==> src/rtl/i2s_to_dac.sv <==
// i2s_to_dac: serializes one parallel audio sample into an I2S stream.
// The block divides the system clock to make BCLK and derives WS from the same counters.
// Each frame latches one sample and sends it on both the left and right channel.
// All outputs come straight from registers, so the DAC pins are glitch-free.
module i2s_to_dac #(
  parameter int DIV    = 8,
  parameter int DATA_W = 8,
  parameter int SLOT_W = 16
) (
  input  logic              clk,
  input  logic              rst,
  input  logic              en,
  input  logic [DATA_W-1:0] parallel_in,
  output logic              serial_out,
  output logic              i2s_bclk,
  output logic              i2s_ws
);

  localparam int FRAME = 2 * SLOT_W;
  localparam int CNT_W = (FRAME > 1) ? $clog2(FRAME) : 1;
  localparam int DIV_W = (DIV > 1) ? $clog2(DIV) : 1;
  localparam int IDX_W = (DATA_W > 1) ? $clog2(DATA_W) : 1;

  localparam logic [DIV_W-1:0] DIV_LAST   = DIV_W'(DIV - 1);
  localparam logic [CNT_W-1:0] BIT_LAST   = CNT_W'(FRAME - 1);
  localparam logic [CNT_W-1:0] LEFT_FIRST = CNT_W'(1);
  localparam logic [CNT_W-1:0] LEFT_LAST  = CNT_W'(DATA_W);
  localparam logic [CNT_W-1:0] RIGHT_BASE = CNT_W'(SLOT_W);
  localparam logic [CNT_W-1:0] RIGHT_LAST = CNT_W'(SLOT_W + DATA_W);

  logic [DIV_W-1:0]  div_cnt;
  logic [CNT_W-1:0]  bit_cnt;
  logic [DATA_W-1:0] sample;

  logic              div_wrap;
  logic              fall_event;
  logic [CNT_W-1:0]  bit_next;
  logic              ws_next;
  logic              data_next;
  logic              in_data_slot;
  logic [CNT_W-1:0]  slot_pos;
  logic [IDX_W-1:0]  sample_idx;

  // Decode the divider wrap, the BCLK falling-edge cycle and the next slot's WS and data bit.
  always_comb begin
    div_wrap     = (div_cnt == DIV_LAST);
    fall_event   = div_wrap && i2s_bclk;
    bit_next     = (bit_cnt == BIT_LAST) ? '0 : bit_cnt + CNT_W'(1);
    ws_next      = (bit_next >= RIGHT_BASE);
    in_data_slot = 1'b0;
    slot_pos     = '0;
    if ((bit_next >= LEFT_FIRST) && (bit_next <= LEFT_LAST)) begin
      in_data_slot = 1'b1;
      slot_pos     = bit_next;
    end else if ((bit_next > RIGHT_BASE) && (bit_next <= RIGHT_LAST)) begin
      in_data_slot = 1'b1;
      slot_pos     = bit_next - RIGHT_BASE;
    end
    sample_idx = IDX_W'(DATA_W) - IDX_W'(slot_pos);
    data_next  = in_data_slot ? sample[sample_idx] : 1'b0;
  end

  // Clock divider: count DIV system clocks per BCLK half-period, then toggle BCLK.
  always_ff @(posedge clk or negedge rst) begin
    if (!rst) begin
      div_cnt  <= '0;
      i2s_bclk <= 1'b0;
    end else if (!en) begin
      div_cnt  <= '0;
      i2s_bclk <= 1'b0;
    end else if (div_wrap) begin
      div_cnt  <= '0;
      i2s_bclk <= ~i2s_bclk;
    end else begin
      div_cnt  <= div_cnt + DIV_W'(1);
    end
  end

  // Slot sequencing: on each BCLK fall, advance the slot and present the new WS and data bit.
  always_ff @(posedge clk or negedge rst) begin
    if (!rst) begin
      bit_cnt    <= BIT_LAST;
      i2s_ws     <= 1'b1;
      serial_out <= 1'b0;
    end else if (!en) begin
      bit_cnt    <= BIT_LAST;
      i2s_ws     <= 1'b1;
      serial_out <= 1'b0;
    end else if (fall_event) begin
      bit_cnt    <= bit_next;
      i2s_ws     <= ws_next;
      serial_out <= data_next;
    end
  end

  // Sample latch: capture the input once per frame, as the slot counter wraps to zero.
  always_ff @(posedge clk or negedge rst) begin
    if (!rst) begin
      sample <= '0;
    end else if (!en) begin
      sample <= '0;
    end else if (fall_event && (bit_next == '0)) begin
      sample <= parallel_in;
    end
  end

endmodule

==> config.mk <==
export PLATFORM = sky130hd
export DESIGN_NAME = i2s_to_dac
export DESIGN_NICKNAME = d
export VERILOG_FILES = /design/src/rtl/i2s_to_dac.sv
export SDC_FILE = /design/constraint.sdc
export NUM_CORES = 1
export LEC_CHECK = 0
export ABC_AREA = 1
export BUFFER_PORTS_ARGS = -buffer_cell sky130_fd_sc_hd__buf_2
export CAP_MARGIN = 30
export CORE_MARGIN = 5
export CORE_UTILIZATION = 50
export CTS_CLUSTER_DIAMETER = 40
export DETAILED_ROUTE_END_ITERATION = 6
export PLACE_DENSITY = 0.82
export SYNTH_ARGS = -nofsm -noshare
export SYNTH_HDL_FRONTEND = slang
export SYNTH_SLANG_ARGS = --single-unit
==> constraint.sdc <==
create_clock -name clk -period 2.2 [get_ports clk]
set_input_delay 0.44 -clock clk [delete_from_list [all_inputs] [get_ports clk]]
set_output_delay 0.44 -clock clk [all_outputs]
set_load 0.02 [all_outputs]
==> results.json <==
{
  "yosysTopAreaCellShare": 0.2965,
  "cap_violations": 0,
  "hold_class": "input pin to asynchronous set/reset pin",
  "cts_buffer_depth": 2,
  "r2r_slack_ns": -0.12,
  "r2r-end": "serial_out",
  "p_int_mw": 0.4691,
  "vias": 1020,
  "period_share": 1.053,
  "syn2layout_area_growth_pct": 42.42,
  "crit_chain": "ha_4 -> nand2_4 -> nor2_4 -> ha_4 -> nor2_2 -> nand3_1 -> nand2_1 -> nand2_1 -> nand2_2 -> nand2_4 -> nand2_4 -> ha_4 -> inv_4 -> nand3_2 -> nand2_2 -> nand2_1 -> nand3_1 -> nand2_1",
  "crit_fanout": 4,
  "fill_cells": 159,
  "synth.cell_area_um2": 1097,
  "drt-initial-drc-count": 32,
  "synth_common_cells": "nand2_1 (29), inv_1 (24), nand3_1 (18)",
  "synth-seq-area-share": 0.4401,
  "routed_via_density": 5.204,
  "worstPathRequired_ns": 2.40,
  "synth_most_common_cell": "nand2_1",
  "ff2ff_path_depth": 18,
  "yosysWarnings": 0,
  "crit_top_cell": "nand2_1",
  "clock_sinks": 19,
  "start_kind": "flop",
  "dpl.cell_count": 185,
  "reg2reg_from": "bit_cnt[1]",
  "critPathTopFamily": "simple AND/OR/NAND/NOR gates",
  "fin_crit_ns": 2.317,
  "antenna_found_initial": 0,
  "tightest_slew_ns": 0.4360,
  "crit_buf_inv": 1,
  "layout_setup_ws_ns": -0.1168,
  "rsz0062_at_grt": "true",
  "power_density_nw_per_um2": 405.0,
  "ys_ff_latch": 19,
  "io_pins": 14,
  "gp_congestion": 0.8463,
  "routedWlPerCell_um": 15.10,
  "routed_wl_um": 2959,
  "rows": 17,
  "grt_pass1_vias": 1069,
  "die_y_um": 56.85,
  "htreeDepth": 1,
  "start_util": 0.5108,
  "grt_max_degree": 20,
  "syn_avg_cell_area_um2": 8.250,
  "dp_hpwl_um": 1692,
  "slowest_delay_ns": 0.57,
  "cts_root_buffer": "clkbuf_4",
  "layout.cells.non_filler": 196,
  "worstPathArrival_ns": 2.52,
  "insertion_delay_ns": 0.30,
  "nets": 187,
  "finalSetupViolCount": 9,
  "synth-async-reset-ratio": 1.000,
  "overflow": 0,
  "p_leak_nw": 0.8279,
  "end_kind": "flop",
  "grt.total_usage": 0.1756,
  "netlist_instances": 133,
  "cts_buffers": 3,
  "critPathSlowestCell": "dfstp_2",
  "coreArea_um2": 2148,
  "die_area_um2": 3231,
  "drive_gt1_frac": 0.4583,
  "ant_nets": 0,
  "tns_ns": -0.5949,
  "drc_errors": 0,
  "report.final.slew_viol_count": 0,
  "io_buffers": 13,
  "skew_ns": 0.005803,
  "pwr-share-clk": 0.280,
  "max_slew_margin": 0.7094,
  "clk_pin_slew_ns": 0.11,
  "synthFlopType": "dfrtp_1",
  "cts_tree": "yes",
  "p_comb_frac": 0.129,
  "die_width_um": 56.85,
  "seq_power_share": 0.591,
  "crit_type": "flop to flop",
  "synth-edff-count": 0,
  "fmax_mhz": 431.6,
  "peakVddDrop_v": 0.0004105,
  "status": "finished with violations",
  "synth_cell_types": 22,
  "grt_pass1_wl_um": 4422,
  "cts_hold_buf": 0,
  "p_total_mw": 0.6329,
  "switchingPower_mw": 0.1638,
  "syn_nets": 151,
  "final-hold-violation-count": 0,
  "violations": "setup timing",
  "yosys.area.top_type": "dfrtp_1",
  "drtPass1Iterations": 4,
  "diodes": 0,
  "switching_share": 0.2588,
  "synth_area_leaders": "dfrtp_1 (30%), dfstp_2 (14%), nand2_1 (9.9%)"
}
[cells by family (layout without fill, tap and decap cells)]
family	after synthesis	count (layout)	synth area share
compound gates	15	15	0.09921
xor+xnor	1	1	0.007983
fa+ha+maj	7	7	0.07981
buf+inv	26	61	0.09921
flops	19	19	0.4401
simple gates	65	65	0.2737
[layout make-up]
| type | instances | area (µm²) | share of cell area |
|---|---|---|---|
| Multi-Input combinational cell | 88 | 676.9 | 0.4331 |
| Timing Repair Buffer | 33 | 246.5 | 0.1577 |
| Inverter | 24 | 95.09 | 0.06085 |
| Tap cell | 28 | 35.03 | 0.02242 |
| Sequential cell | 19 | 483.0 | 0.3090 |
| Clock buffer | 4 | 26.28 | 0.01681 |
[cells in the final DEF, fill, tap and decap left out, types with 4 or more instances in the layout]
master	instances
o21ai_2	5
ha_4	4
nand3_2	7
inv_1	21
nand2_4	6
buf_2	13
buf_6	5
nand2_1	23
dfstp_2	6
nand3_1	11
buf_4	14
dfrtp_1	13
nor2_1	7
[registers in the layout (all words and copies together) (netlist names)]
name / cells
bit_cnt: 5
div_cnt: 3
i2s_bclk: 1
i2s_ws: 1
sample: 8
serial_out: 1
[worst max-delay path by stage]
stage	start	to	slack, ns	cells after the start
after floorplan	bit_cnt[1]	serial_out	-0.11	18
after global placement	bit_cnt[0]	serial_out	-0.09	18
after detailed placement	bit_cnt[1]	serial_out	-0.16	18
after CTS	bit_cnt[1]	serial_out	-0.11	18
after global routing	bit_cnt[1]	serial_out	-0.27	18
final	bit_cnt[1]	serial_out	-0.12	18
[stage by stage]
step / utilization / instance area (µm²) / hold WS, ns / worst slack [ns]
floorplan: - / 1120 / 0.1444 / -0.1133
global placement: 0.6104 / 1311 / 0.3893 / -0.08861
detailed placement: 0.6104 / 1311 / 0.3974 / -0.1597
CTS: 0.6779 / 1456 / 0.07205 / -0.1051
global route: 0.7274 / 1563 / 0.09144 / -0.2728
finish: 0.7274 / 1563 / 0.06207 / -0.1168
[repair_timing]
item / 4_1_cts / 5_1_grt
resized for setup: 21 / 25
setup endpoints to repair: 2 / 9
setup buffers: 5 / 3
pin swaps: 8 / 11
gates cloned: 1 / 0
[power groups by stage]
stage                     sequential [mW]  clock, mW  combinational [mW]
final                               0.374      0.177              0.0817
after global routing                0.376      0.196              0.0909
after CTS                           0.374      0.179              0.0773
after detailed placement            0.380          0              0.0616
after global placement              0.380          0              0.0581
after floorplan                     0.378          0              0.0363
[per-layer routing]
layer | GRT usage | routed length [µm] | vias up
li1 | - | - | 493
met1 | 0.1838 | 1150 | 494
met2 | 0.3317 | 1611 | 24
met3 | 0.02989 | 91 | 9
met4 | 0.08609 | 106 | 0
met5 | 0 | 0 | -
(Power assumes the default switching activity.)
